`src/rtl/icache_ctrl.sv`:
```
// rtl/icache_ctrl.sv - direct-mapped flop-based instruction cache controller with single-line fill
// Optional hit/miss performance counters are built only when ICACHE_PERF_CNT_EN is defined.
module icache_ctrl #(
    parameter int IDX_W = 5
) (
    input  logic        CLK,
    input  logic        reset,
    input  logic [31:0] fetch_addr,
    input  logic        fetch_addr_valid,
    input  logic        inv_all,
    output logic [63:0] cache_line,
    output logic [14:0] cache_addr_ret,
    output logic        cache_line_valid,
    output logic        mem_rd_req,
    output logic [14:0] mem_rd_addr,
    input  logic        mem_rd_gnt,
    input  logic        mem_rd_valid,
    input  logic [63:0] mem_rd_data,
    output logic [15:0] hit_cnt,
    output logic [15:0] miss_cnt
);
    localparam int SETS  = 1 << IDX_W;
    localparam int TAG_W = 12 - IDX_W;

    typedef enum logic [1:0] {IDLE, MREQ, MWAIT, FILL} state_t;

    state_t             state_q;
    logic [SETS-1:0]    valid_q;
    logic [TAG_W-1:0]   tag_q  [SETS];
    logic [63:0]        data_q [SETS];
    logic [14:0]        miss_addr_q;
    logic               kill_q;
    logic [63:0]        cache_line_q;
    logic [14:0]        cache_addr_ret_q;
    logic               cache_line_valid_q;
    logic               mem_rd_req_q;
    logic [14:0]        mem_rd_addr_q;

    logic [IDX_W-1:0]   fetch_idx;
    logic [TAG_W-1:0]   fetch_tag;
    logic [IDX_W-1:0]   miss_idx;
    logic [TAG_W-1:0]   miss_tag;
    logic               hit;
    logic               req_ok;
    logic               hit_evt;
    logic               miss_evt;
    logic               fill_we;
    logic               unused_fetch_hi;

    assign fetch_idx = fetch_addr[IDX_W+2:3];
    assign fetch_tag = fetch_addr[14:IDX_W+3];
    assign miss_idx  = miss_addr_q[IDX_W+2:3];
    assign miss_tag  = miss_addr_q[14:IDX_W+3];
    assign hit       = valid_q[fetch_idx] && (tag_q[fetch_idx] == fetch_tag);

    // An invalidate in IDLE swallows the request entirely: no hit response, no miss.
    assign req_ok   = (state_q == IDLE) && fetch_addr_valid && !inv_all;
    assign hit_evt  = req_ok && hit;
    assign miss_evt = req_ok && !hit;
    assign fill_we  = (state_q == MWAIT) && mem_rd_valid && !reset;

    assign unused_fetch_hi = ^fetch_addr[31:15];

    always_ff @(posedge CLK) begin
        if (fill_we) begin
            tag_q[miss_idx]  <= miss_tag;
            data_q[miss_idx] <= mem_rd_data;
        end
    end

    always_ff @(posedge CLK) begin
        if (reset) begin
            state_q            <= IDLE;
            valid_q            <= '0;
            kill_q             <= 1'b0;
            miss_addr_q        <= '0;
            cache_line_q       <= '0;
            cache_addr_ret_q   <= '0;
            cache_line_valid_q <= 1'b0;
            mem_rd_req_q       <= 1'b0;
            mem_rd_addr_q      <= '0;
        end else begin
            cache_line_valid_q <= 1'b0;
            // A fill racing an invalidate (now or earlier in this miss) lands with valid=0.
            if (inv_all) begin
                valid_q <= '0;
            end else if (fill_we) begin
                valid_q[miss_idx] <= !kill_q;
            end
            case (state_q)
                IDLE: begin
                    if (hit_evt) begin
                        cache_line_q       <= data_q[fetch_idx];
                        cache_addr_ret_q   <= fetch_addr[14:0];
                        cache_line_valid_q <= 1'b1;
                    end else if (miss_evt) begin
                        miss_addr_q   <= fetch_addr[14:0];
                        mem_rd_addr_q <= {fetch_addr[14:3], 3'b000};
                        mem_rd_req_q  <= 1'b1;
                        kill_q        <= 1'b0;
                        state_q       <= MREQ;
                    end
                end
                MREQ: begin
                    if (inv_all) kill_q <= 1'b1;
                    if (mem_rd_gnt) begin
                        mem_rd_req_q <= 1'b0;
                        state_q      <= MWAIT;
                    end
                end
                MWAIT: begin
                    if (inv_all) kill_q <= 1'b1;
                    if (mem_rd_valid) begin
                        cache_line_q       <= mem_rd_data;
                        cache_addr_ret_q   <= miss_addr_q;
                        cache_line_valid_q <= 1'b1;
                        state_q            <= FILL;
                    end
                end
                default: begin
                    kill_q  <= 1'b0;
                    state_q <= IDLE;
                end
            endcase
        end
    end

    assign cache_line       = cache_line_q;
    assign cache_addr_ret   = cache_addr_ret_q;
    assign cache_line_valid = cache_line_valid_q;
    assign mem_rd_req       = mem_rd_req_q;
    assign mem_rd_addr      = mem_rd_addr_q;

`ifdef ICACHE_PERF_CNT_EN
    logic [15:0] hit_cnt_q;
    logic [15:0] hit_cnt_d;
    logic [15:0] miss_cnt_q;
    logic [15:0] miss_cnt_d;

    assign hit_cnt_d  = (hit_evt && hit_cnt_q != 16'hFFFF) ? hit_cnt_q + 16'd1 : hit_cnt_q;
    assign miss_cnt_d = (miss_evt && miss_cnt_q != 16'hFFFF) ? miss_cnt_q + 16'd1 : miss_cnt_q;

    always_ff @(posedge CLK) begin
        if (reset) begin
            hit_cnt_q  <= '0;
            miss_cnt_q <= '0;
        end else begin
            hit_cnt_q  <= hit_cnt_d;
            miss_cnt_q <= miss_cnt_d;
        end
    end

    assign hit_cnt  = hit_cnt_q;
    assign miss_cnt = miss_cnt_q;
`else
    assign hit_cnt  = 16'h0000;
    assign miss_cnt = 16'h0000;
`endif

endmodule

```
`config.mk`:
```
export PLATFORM = sky130hd
export DESIGN_NAME = icache_ctrl
export DESIGN_NICKNAME = d
export VERILOG_FILES = /design/src/rtl/icache_ctrl.sv
export SDC_FILE = /design/constraint.sdc
export NUM_CORES = 2
export LEC_CHECK = 0
export CORE_MARGIN = 2
export CORE_UTILIZATION = 50
export DETAILED_ROUTE_END_ITERATION = 12
export GPL_TIMING_DRIVEN = 1
export PLACE_DENSITY = 0.71
export SYNTH_ARGS = -nofsm -noshare
export SYNTH_HDL_FRONTEND = slang
export SYNTH_SLANG_ARGS = --single-unit
```
`constraint.sdc`:
```
create_clock -name CLK -period 8.9 [get_ports CLK]
set_input_delay 1.78 -clock CLK [delete_from_list [all_inputs] [get_ports CLK]]
set_output_delay 1.78 -clock CLK [all_outputs]
set_load 0.01 [all_outputs]
```
==> summary.md <==
| Metric | Value |
|---|---|
| Share of the synthesized area in the top cell type | `between 70% and 80%` |
| Mux cell area share after synthesis | `18.20%` |
| Clk sinks | `2403` |
| Cells along the critical path | `clkdlybuf4s50_1, inv_6, buf_4, nand2_1, and4b_1, nand2_4, buf_12, nand4_1, o211ai_1` |
| Gate count of the mapped netlist | `4243` |
| Die area | `~190000 sq um` |
| Ys async rst share | `0%` |
| R2R depth | `6` |
| Post-synth EDFFs | `2272` |
| Width of the die | `between 400 and 500 um` |
| DR vias/cell | `6.371` |
| Synth Area in XOR/XNOR | `0.06567%` |
| H-tree depth | `4` |
| Final Hold Fails | `0` |
| CP Launch Type | `input port` |
| Root Buffer | `clkbuf_16` |
| Final #Nets | `4588` |
| Area leader, netlist | `edfxtp_1` |
| Adder-cell share of the synthesized area | `0.04021%` |
| Setup_tns | `0 ns` |
| Peak supply drop | `~0.00019 V` |
| Clock buffer depth | `3` |
| DR vias | `45550` |
| Most frequent cell after synthesis | `edfxtp_1` |
| DRT Pass-1 Iters | `7` |
| Pwr dens | `approximately 230 nW/um^2` |
| F_max | `around 0.18 GHz` |
| RSZ-0062 raised after global routing | `no` |
| Critical Path RT | `9.66 ns` |
| Hold_buf cts | `0` |
| Skew-Pair Late Insertion Delay | `a little under 0.9 ns` |
| Synth Area in Simple Gates | `roughly 1.8%` |
| Reg clk slew, reported paths | `0.06 ns` |
| Placed Area | `around 98000 sq um` |
| IO Port Bufs | `177` |
| Final design instance area without fill | `105400 sq um` |
| Wirelength per Cell | `31.86 um` |
| WHS Path Cells | `2` |
| Cts repair resizes | `0` |
| Share of layout cells above drive strength 1 | `25.21%` |
| Final setup viols | `0` |
| Total GRT Usage | `23.88%` |
| Iter 0 DRT Violations | `5986` |
| Initial Util | `about half` |
| Initial antenna violation count | `14` |
| Cell area after synthesis | `between 90000 and 100000 sq um` |
| Compound-Gate Fraction of Synth Area | `approximately 2.3%` |
| Largest family of logic cells by synthesized area | `multiplexers` |
| Vias in the first global route | `45680` |
| Syn-to-layout area delta | `12.95%` |
| R2r setup slk | `4.60 ns` |
| Final WL | `between 200000 and 250000 um` |
| Slew Limit Fails | `0` |
| Max cap viols | `0` |
| DP Worst Slack | `2.701 ns` |
| CTS tree | `done` |
| Critical path class | `input port to flop` |
| Top post-synthesis cells by area | `edfxtp_1 73%, mux4_2 17%, dfxtp_1 2.8%` |
| Drc violations | `0` |
| Sequential-to-total area share from yosys stat | `75.89%` |
| Yosys Warn Count | `0` |
| Worst EP arrival | `about 6.2 ns` |
| Largest net degree at the start of global routing | `~140` |
| Placer Congestion | `0.7588` |
| Slew @ Worst Pin | `1.277 ns` |
| Number of buffers created by CTS | `225` |
| Setup WS post-layout | `~3.5 ns` |
| Grt ovf | `0` |
| Min Tclk post-route | `5.415 ns` |
| Commonest cells in the netlist | `2272 x edfxtp_1, 695 x mux4_2, 161 x nand2_1` |
| Antenna-violating nets left | `0` |
| Skew final | `0.04361 ns` |
| Ports | `230` |
| CP peak stage delay | `0.81 ns` |
| First-pass GRT wire length | `325600 um` |
| Critical path depth | `9` |
| Family with the most delay on the worst path | `buffers and inverters` |
| Worst-path fanout max | `about 70` |
| Die H | `about 440 um` |
| Hpwl dp | `110800 um` |
| Synth cell types | `52` |
| Number of setup buffers added after CTS | `0` |
| Status | `finished, final reports clean` |
| Util after Layout | `a little under three fifths` |
| Worst hold path type | `flop to flop` |
| Leakage power | `32.44 nW` |
| Crit. End Element | `flop` |
| Seq cells post-synth | `2403` |
| Max-slew headroom | `between 10% and 20%` |
| Core area | `185400 sq um` |
| Tcrit/Tclk final | `approximately 61%` |
| Mean Syn Cell Area | `22.00 sq um` |
| Power, Total | `23.80 mW` |
| Crit-path slowest cell | `inv_6` |
| Main synth FF type | `edfxtp_1` |
| Standard-cell rows | `158` |
| Buf/Inv on CP | `4` |
==> routing by layer <==
metal / global-route usage [%] / up-vias / share of wire, %
met5: 0 / - / 0.017
li1: - / 18410 / -
met3: 3.668 / 400 / 8.7
met2: 40.34 / 2369 / 50
met4: 7.356 / 8 / 3.1
met1: 32.27 / 24370 / 38
==> tightest hold or removal path, stage by stage (launching register included) <==
cell	delay (ns)
dfxtp_1	0.31
inv_1	0.05
a211oi_1	0.05
==> cells by family (layout without fill, tap and decap cells) <==
| logic type | count (synthesis) | count (layout) |
|---|---|---|
| DFF | 2403 | 2403 |
| muxes | 828 | 828 |
| and+or+nand+nor | 361 | 361 |
| buffers and inverters | 340 | 728 |
| AOI/OAI and AO/OA | 300 | 300 |
| xor gates and xnor gates | 7 | 7 |
| adders and majority gates | 3 | 3 |
| other | 1 | 40 |
==> sequential cells by signal, summed over array words and instances, names as in the netlist <==
| register | count |
|---|---|
| cache_addr_ret | 15 |
| cache_line | 64 |
| cache_line_valid | 1 |
| data_q | 2048 |
| kill_q | 1 |
| mem_rd_req | 1 |
| miss_addr_q | 15 |
| state_q | 2 |
| tag_q | 224 |
| valid_q | 32 |
==> final timing paths <==
check / from / end
max: fetch_addr[7] / cache_line[12]
min: cache_addr_ret[9] / cache_addr_ret[9]
max reg2reg: state_q[0] / data_q[28][24]
min reg2reg: cache_addr_ret[9] / cache_addr_ret[9]
==> per-stage QoR <==
step	instances	hold WS, ns
final	7150	0.4611
after detailed placement	6736	0.4476
after CTS	7145	0.4627
after global routing	7147	0.4735
after global placement	6736	0.4460
after floorplan	4277	0.4506
==> final cells by class <==
class                      count  area [sq um]
antenna                        5         12.51
clock buffer                 282          5938
clock inverter               127          1209
fill                       13290         79990
inverter                      23         93.84
multi-input combinational   1534         21310
sequential                  2403         70850
tap                         2480          3103
timing repair buffer         296          2930
==> where the power goes <==
| group | internal (mW) | switching (mW) |
|---|---|---|
| combinational | 0.640 | 1.28 |
| clock | 5.31 | 4.06 |
| sequential | 12.5 | 0.0638 |
==> layout by cell type, fill, tap and decap left out, types with 35 or more instances in the layout <==
cell type        Yosys  routed
o21ai_0             82      82
dfxtp_1            131     131
o211ai_1            65      65
clkbuf_1           156      51
nand4_1             65      65
a32oi_1             64      64
mux4_2             695     695
clkinv_1             1      55
clkdlybuf4s50_1      0     172
edfxtp_1          2272    2272
buf_4               55      99
nand2_1            161     160
nor2_1              75      42
clkbuf_16            0     228
mux2i_1            125     125
conb_1               1      35
No activity file was read; power rests on OpenSTA's default activity.
